[config.mk]
export PLATFORM = sky130hd
export DESIGN_NAME = huffman_decoder
export DESIGN_NICKNAME = d
export VERILOG_FILES = /design/src/rtl/huffman_decoder_pkg.sv /design/src/rtl/huffman_match.sv /design/src/rtl/huffman_decoder.sv
export SDC_FILE = /design/constraint.sdc
export NUM_CORES = 1
export LEC_CHECK = 0
export CORE_AREA = 2 2 67 81
export CTS_BUF_LIST = sky130_fd_sc_hd__clkbuf_2
export CTS_CLUSTER_DIAMETER = 100
export DETAILED_ROUTE_END_ITERATION = 8
export DIE_AREA = 0 0 69 83
export PLACE_DENSITY = 0.66
export SETUP_SLACK_MARGIN = 0.5
export SLEW_MARGIN = 20
export SYNTH_ARGS = -nofsm -noshare
export SYNTH_HDL_FRONTEND = slang
export SYNTH_SLANG_ARGS = --single-unit
[constraint.sdc]
create_clock -name CLK -period 2.41 [get_ports CLK]
set_clock_uncertainty 0.1 [all_clocks]
set_input_delay 0.482 -clock CLK [delete_from_list [all_inputs] [get_ports CLK]]
set_output_delay 0.482 -clock CLK [all_outputs]
set_load 0.05 [all_outputs]
[src/rtl/huffman_decoder_pkg.sv]
// Shared definitions for the serial prefix-code decoder.
package huffman_decoder_pkg;

  typedef enum logic [1:0] {
    IDLE   = 2'd0,
    DECODE = 2'd1,
    HOLD   = 2'd2,
    ERR    = 2'd3
  } state_t;

  localparam logic [1:0] SYM_A = 2'd0;
  localparam logic [1:0] SYM_B = 2'd1;
  localparam logic [1:0] SYM_C = 2'd2;
  localparam logic [1:0] SYM_D = 2'd3;

  localparam int unsigned MAX_LEN = 3;
  localparam int unsigned N_SYM   = 4;

endpackage

[src/rtl/huffman_match.sv]
// Combinational prefix matcher: finds the lowest-index table entry whose
// length equals the current bit count and whose low code bits equal the prefix.
module huffman_match
  import huffman_decoder_pkg::*;
(
  input  logic [15:0] code_table,
  input  logic [7:0]  len_table,
  input  logic [2:0]  prefix,
  input  logic [1:0]  count,
  output logic        hit,
  output logic [1:0]  index
);

  logic [2:0] mask;

  // Mask selecting the low 'count' bits of a code.
  always_comb begin
    mask = '0;
    case (count)
      2'd1:    mask = 3'b001;
      2'd2:    mask = 3'b011;
      2'd3:    mask = 3'b111;
      default: mask = '0;
    endcase
  end

  // Scan from the highest index down so the lowest matching index is written last.
  always_comb begin
    hit   = 1'b0;
    index = SYM_A;
    for (int unsigned k = 0; k < N_SYM; k++) begin
      if ((count != 2'd0) &&
          (len_table[2*(N_SYM-1-k) +: 2] == count) &&
          ((code_table[4*(N_SYM-1-k) +: 4] & {1'b0, mask}) == ({1'b0, prefix} & {1'b0, mask}))) begin
        hit   = 1'b1;
        index = 2'(N_SYM - 1 - k);
      end
    end
  end

endmodule

[src/rtl/huffman_decoder.sv]
// Serial Huffman decoder for a loadable four-symbol code table with
// valid/ready handshakes on both the bit input and the symbol output.
module huffman_decoder
  import huffman_decoder_pkg::*;
#(
  parameter int unsigned CNT_W = 12
) (
  input  logic             CLK,
  input  logic             RST,
  input  logic             LOAD,
  input  logic [15:0]      CODE_TABLE,
  input  logic [7:0]       LEN_TABLE,
  input  logic             BIT_IN,
  input  logic             BIT_VALID,
  output logic             BIT_READY,
  output logic [1:0]       SYM,
  output logic             SYM_VALID,
  input  logic             SYM_READY,
  output logic             ERROR,
  output logic [CNT_W-1:0] SYM_COUNT
);

  state_t           state, state_next;
  logic [15:0]      code_tbl;
  logic [7:0]       len_tbl;
  logic [2:0]       shreg;
  logic [1:0]       bit_cnt;
  logic [1:0]       sym_q;
  logic [CNT_W-1:0] sym_count_q;

  logic       bit_ready;
  logic       bit_take;
  logic       sym_take;
  logic [2:0] next_prefix;
  logic [1:0] next_cnt;
  logic       hit;
  logic [1:0] hit_index;

  assign bit_ready   = (state == DECODE) && !LOAD;
  assign bit_take    = BIT_VALID && bit_ready;
  // LOAD discards a pending symbol, so it also blocks the transfer.
  assign sym_take    = (state == HOLD) && SYM_READY && !LOAD;
  assign next_prefix = 3'({shreg, BIT_IN});
  assign next_cnt    = bit_cnt + 2'd1;

  huffman_match u_match (
    .code_table (code_tbl),
    .len_table  (len_tbl),
    .prefix     (next_prefix),
    .count      (next_cnt),
    .hit        (hit),
    .index      (hit_index)
  );

  // State register.
  always_ff @(posedge CLK) begin
    if (RST) state <= IDLE;
    else     state <= state_next;
  end

  // Next-state logic; LOAD overrides every state.
  always_comb begin
    state_next = state;
    if (LOAD) begin
      state_next = DECODE;
    end else begin
      case (state)
        DECODE: begin
          if (bit_take) begin
            if (hit)                          state_next = HOLD;
            else if (next_cnt == 2'(MAX_LEN)) state_next = ERR;
          end
        end
        HOLD:    if (sym_take) state_next = DECODE;
        default: state_next = state;
      endcase
    end
  end

  // Outputs derived from state and registered datapath.
  always_comb begin
    BIT_READY = bit_ready;
    SYM_VALID = (state == HOLD);
    ERROR     = (state == ERR);
    SYM       = sym_q;
    SYM_COUNT = sym_count_q;
  end

  // Table latch, shift register, bit count, symbol and symbol counter.
  always_ff @(posedge CLK) begin
    if (RST) begin
      code_tbl    <= '0;
      len_tbl     <= '0;
      shreg       <= '0;
      bit_cnt     <= '0;
      sym_q       <= '0;
      sym_count_q <= '0;
    end else if (LOAD) begin
      code_tbl <= CODE_TABLE;
      len_tbl  <= LEN_TABLE;
      shreg    <= '0;
      bit_cnt  <= '0;
    end else begin
      if (bit_take) begin
        if (hit || (next_cnt == 2'(MAX_LEN))) begin
          shreg   <= '0;
          bit_cnt <= '0;
        end else begin
          shreg   <= next_prefix;
          bit_cnt <= next_cnt;
        end
        if (hit) sym_q <= hit_index;
      end
      if (sym_take) sym_count_q <= sym_count_q + 1'b1;
    end
  end

endmodule

# Yosys cells after proc, flatten, opt, wreduce, memory -nomap -nowiden
# Index checks and enable logic that the tools add are counted.
# W data, S select, Z words.
# totals
ff_bits	44
latch_bits	0
mem_bits_rw	0
romBits	0
in_bits	30
out_inout_bits	17
memories	0
# classes
n_addsub	2
n_mul	0
div_mod_pow	0
magnitude_cmp	0
n_eq_ne	20
n_shift	0
n_mux	17
n_bitwise	6
n_reduce_logical	22
# ops
operator	count
$mux W2	10
$and A4 B3 Y4	4
$eq A4 B4 Y1	4
$add A12 B1 Y12 const B	1
$logic_and A1 B1 Y1	12
$pmux W3 S3	1
$eq A2 B2 Y1	4
$eq A2 B2 Y1 const B	4
$reduce_and A4 Y1	2
$ne A3 B2 Y1 const B	2
$mux W1	5
$eq A2 B1 Y1 const B	2
$ne A4 B3 Y1 const B	1
$pmux W2 S2	1
$reduce_bool A2 Y1	2
$and A3 B3 Y3	1
$ne A3 B3 Y1 const B	1
$reduce_and A3 Y1	1
$reduce_bool A3 Y1	1
$add A2 B1 Y2 const B	1
$ne A2 B1 Y1 const B	1
$ne A2 B2 Y1 const B	1
$reduce_and A2 Y1	1
$reduce_or A2 Y1	1
3 further kinds	3

# Logic depth before layout (Yosys ltp)
# logic_depth
word_depth	14
mapped_depth	9
depth_no_buf	7

# Modules after synthesis
# Synthesis repeated with hierarchy kept, for this count alone.
# hier_totals
hier_cells	237
hier_area_um2	2182.1
# modules_own_cells
mod	n_inst	cells_each	area_each_um2
huffman_decoder	1	188	1799.2
huffman_match	1	49	382.9

# Worst setup path after synthesis
# Ideal clock, no wire load.
# synth_path
path_kind	input port to output port
from	input port LOAD
to	output port BIT_READY
arrival_time_ns	2.126
required_ns	1.828
slack_ns	-0.298
path_stages	3
path_buffers	2
path_cell_list	buf_4 -> clkbuf_1 -> nor3b_1
# synth_via
elab_chain_cells	2
# synth_rtl
item	line_no	rtl
start: declaration	huffman_decoder.sv:10	input logic LOAD,
$logic_not A1 Y1	huffman_decoder.sv:39	assign bit_ready = (state == DECODE) && !LOAD;
$logic_and A1 B1 Y1	huffman_decoder.sv:39	
end: declaration	huffman_decoder.sv:15	output logic BIT_READY,
# No other way between the ends.

# Worst setup path in the final report
# layout_path
from	register bit_cnt[0]
to	register shreg[1]
# layout_via
elab_chain_cells	12
# layout_rtl
item	line_no	rtl
start: declaration	huffman_decoder.sv:27	logic [1:0] bit_cnt;
start signal: assignment	huffman_decoder.sv:110	bit_cnt <= next_cnt;
$add A2 B1 Y2 (*)	huffman_decoder.sv:44	assign next_cnt = bit_cnt + 2'd1;
$eq A2 B2 Y1 (tied with other cells)	huffman_match.sv:19, huffman_decoder.sv:105	
$pmux W3 S3	huffman_match.sv:19	case (count)
$and A4 B3 Y4 / $and A3 B3 Y3 (equally long branches)	huffman_match.sv:34	((code_table[4*(N_SYM-1-k) +: 4] & {1'b0, mask}) == ({1'b0, prefix} & {1'b0, mask}))) begin
$eq A4 B4 Y1	huffman_match.sv:34	
$logic_and A1 B1 Y1	huffman_match.sv:33	(len_table[2*(N_SYM-1-k) +: 2] == count) &&
$mux W1 (4 in series)	huffman_match.sv:32	if ((count != 2'd0) &&
$logic_or A1 B1 Y1 (*)	huffman_decoder.sv:105	if (hit || (next_cnt == 2'(MAX_LEN))) begin
$mux W2 (*)	huffman_decoder.sv:105	
end signal: assignment	huffman_decoder.sv:109	shreg <= next_prefix;
end: declaration	huffman_decoder.sv:26	logic [2:0] shreg;
# Mark *: on every way between the ends. The rest lies on a longest branch, timed or not.
# A chain may end at the register's enable or synchronous reset.

==> impl_metrics.yaml <==
timing:
  min_period_over_period: 0.781
  final_hold_viol_count: 0
  slew_headroom: 0.677
  period_needed_ns: 1.88
  timing_worst_slew_pin_value_ns: 0.487
  fin_tns_setup_ns: 0
  setup_viol: 0
  fmax_ghz: 0.531
  postLayoutSetupSlackWorst_ns: 0.528
  grt_setup_unrepaired: "true"
  final_max_slew_viol_count: 0
grt:
  number_of_global_route_vias_before_repair: 1527
  grt.overflow.total: 0
  globalRouteTotalUtil: 0.147
  pin_count_of_the_biggest_net_entering_global_routing: 39
  wire_length_of_the_first_global_routing_pass_um: 6920
  number_of_antenna_violations_at_the_first_check_in_global_routing: 0
cells_and_area:
  drive_above_1_share: 0.236
  area.growth.synth_to_final_pct: 36.8
  nNetsFinal: 293
  antenna-diode-count: 0
yosys:
  post_synth_instance_area_um2: 1920
  postSynthNetCount: 242
  synth_enable_flop_cells: 0
  synthDistinctLibCells: 39
  syn_area_per_cell_um2: 9.27
  synthesis.instances: 207
  postSynthRegisterBits: 40
  synthFlopType: "sky130_fd_sc_hd__dfxtp_1"
  ys_warn_count: 0
  synthArstFlopShare: 0
  synth_sequential_area_ratio: 0.417
clocking:
  cts_tree: "yes"
  cts.sink_count: 40
  worst_setup_hold_path_clk_slew_ns: 0.19
  htreeDepth: 2
  clock_path_buffers: 2
  cts_inserted_buffers: 5
  insertion_delay_ns: 0.39
  clockRootBuffer: "sky130_fd_sc_hd__clkbuf_2"
floorplanning:
  design.die.area_um2: 5730
  die_h_um: 83
  initial_cell_density_of_the_core: 0.391
  ios: 47
  die_w_um: 69
  floorplan.rows: 28
  fp.coreArea_um2: 4900
critical_path:
  cp-start-kind: "flop"
  cp.arrival_ns: 2.10
  crit_cells: 7
  worstSetupPathType: "reg2reg"
  required_ns: 2.62
  worstPathMaxFanout: 6
  crit_path_start: "bit_cnt[0]$_SDFFE_PP0P_"
  path_buf_inv: 2
  timing.critical_path.to_type: "flop"
  r2r_end: "shreg[1]$_SDFFE_PP0P_"
  ff2ff_path_depth: 7
  worstSetupEndpoint: "shreg[1]$_SDFFE_PP0P_"
  worst_r2r_startpoint: "bit_cnt[0]$_SDFFE_PP0P_"
  timing.critical_path.cells: "inv_6 -> ha_4 -> buf_6 -> a21oi_4 -> a2111oi_4 -> nor3_4 -> a32o_1"
  crit_path_top_delay_cell: "sky130_fd_sc_hd__dfxtp_4"
  cp_top_family: "compound AO/OA/AOI/OAI gates"
  r2r_setup_slack_ns: 0.53
  timing.critical_path.slowest_cell_delay_ns: 0.44
placed_design:
  place.port_buffers: 42
  detailedPlacementHpwl_um: 2840
  gp_routability_congestion: 0.756
  pre_cts_slack_ns: 0.0443
routing:
  vias_per_cell: 4.97
  drt-total-wl_um: 4130
  drt.antenna.violating_nets: 0
  detail_route.first_pass.iterations: 4
  detail_route.drc_violations: 0
  vias: 1582
  initialDrtViolationCount: 57
  post_drt_wl_per_cell_um: 13.0
pwr:
  power.density_nw_per_um2: 440
  p_int_w: 0.000844
  power_leakage_nw: 1.03
  power.clock.fraction: 0.233
  sequentialPowerShare: 0.609
  power.share.switching: 0.269
  power.share.combinational: 0.158
  total_switching_power_w: 0.000311
  worst_ir_drop_vdd_v: 0.000309
min_path:
  worst_hold_path_type: "reg2reg"
job:
  cap_violations: 0
status:
  outcome: "finished, final reports clean"
-- how the worst min path moves through the flow --
stage                              startpoint                   endpoint  slack, ns  depth (start not counted)
finish                    SYM[1]$_SDFFE_PP0P_        SYM[1]$_SDFFE_PP0P_       0.36                          2
floorplan           code_tbl[10]$_SDFFE_PP0P_  code_tbl[10]$_SDFFE_PP0P_       0.38                          2
detailed placement        SYM[1]$_SDFFE_PP0P_        SYM[1]$_SDFFE_PP0P_       0.35                          2
global placement          SYM[1]$_SDFFE_PP0P_        SYM[1]$_SDFFE_PP0P_       0.34                          2
global route              SYM[1]$_SDFFE_PP0P_        SYM[1]$_SDFFE_PP0P_       0.40                          2
CTS                       SYM[1]$_SDFFE_PP0P_        SYM[1]$_SDFFE_PP0P_       0.37                          2
-- stage by stage --
step                std cells  hold slack, ns  power (W)   util  cell area, um2
global placement          304           0.344   0.000890  0.508            2490
detailed placement        304           0.350   0.000891  0.508            2490
finish                    318           0.364    0.00116  0.535            2630
CTS                       311           0.372    0.00117  0.519            2540
floorplan                 207           0.381   0.000821      -            2020
global route              318           0.400    0.00121  0.535            2630
-- power groups by stage --
| stage | clock (W) | sequential [W] | combinational (W) |
|---|---|---|---|
| after global routing | 0.000303 | 0.000708 | 0.000199 |
| after floorplan | 0 | 0.000713 | 0.000108 |
| after global placement | 0 | 0.000717 | 0.000173 |
| final | 0.000269 | 0.000704 | 0.000182 |
| after detailed placement | 0 | 0.000718 | 0.000173 |
| after CTS | 0.000287 | 0.000704 | 0.000176 |
-- cells in the mapped netlist, drive strengths merged (5+ instances only) --
| master | n | share of area |
|---|---|---|
| xnor2 | 13 | 0.059 |
| ha | 5 | 0.033 |
| clkbuf | 5 | 0.0098 |
| xor2 | 9 | 0.041 |
| nor2 | 33 | 0.065 |
| nor3 | 7 | 0.021 |
| buf | 9 | 0.025 |
| mux2i | 21 | 0.11 |
| dfxtp | 40 | 0.42 |
| a21oi | 10 | 0.026 |
| nand2 | 8 | 0.017 |
| inv | 6 | 0.012 |
-- registers in the layout, summed over array words and instances (netlist names) --
signal	flops
SYM	2
SYM_COUNT	12
bit_cnt	2
code_tbl	12
len_tbl	8
shreg	2
state	2
-- what timing repair did --
item,4_1_cts,5_1_grt
hold buffers,0,0
pin swaps,1,6
endpoints found under the hold margin,0,0
resized for setup,44,23
buffers inserted,0,7
endpoints found under the setup margin,24,16
-- kinds of logic after synthesis --
kind of cell | synth area share
muxes | 0.110
xor gates and xnor gates | 0.100
DFF | 0.417
and+or+nand+nor | 0.171
AOI/OAI and AO/OA | 0.123
buffers and inverters | 0.0469
adders and majority gates | 0.0326
-- layout by cell type, fill, tap and decap left out, types with 4 or more instances in the layout --
master and instances:
sky130_fd_sc_hd__a21oi_1 9, sky130_fd_sc_hd__buf_4 16, sky130_fd_sc_hd__clkbuf_2 8, sky130_fd_sc_hd__clkdlybuf4s15_2 10, sky130_fd_sc_hd__clkdlybuf4s50_1 24, sky130_fd_sc_hd__dfxtp_1 36
sky130_fd_sc_hd__inv_1 4, sky130_fd_sc_hd__mux2i_1 21, sky130_fd_sc_hd__nand2_1 6, sky130_fd_sc_hd__nor2_1 33, sky130_fd_sc_hd__nor3_1 4, sky130_fd_sc_hd__o211ai_1 4
sky130_fd_sc_hd__o21ai_0 4, sky130_fd_sc_hd__xnor2_1 13, sky130_fd_sc_hd__xor2_1 9
-- layout make-up --
class	instances	area [um2]
Tap cell	60	75.1
Inverter	6	27.5
Timing Repair Buffer	58	539
Clock buffer	5	25.0
Multi-Input combinational cell	147	1140
Sequential cell	40	808
Fill cell	466	2280
Clock inverter	2	7.51
-- layer usage --
layer,global-route usage,part of all wire
met2,0.238,0.48
met3,0.0376,0.041
met1,0.175,0.45
met4,0.0802,0.022
met5,0,0
-- worst reg2reg max path, cell delays in order (launching register included) --
cell                        delay [ns]
sky130_fd_sc_hd__dfxtp_4          0.44
sky130_fd_sc_hd__inv_6            0.05
sky130_fd_sc_hd__ha_4             0.29
sky130_fd_sc_hd__buf_6            0.12
sky130_fd_sc_hd__a21oi_4          0.04
sky130_fd_sc_hd__a2111oi_4        0.40
sky130_fd_sc_hd__nor3_4           0.10
sky130_fd_sc_hd__a32o_1           0.27
Power figures use the tool's default switching activity.
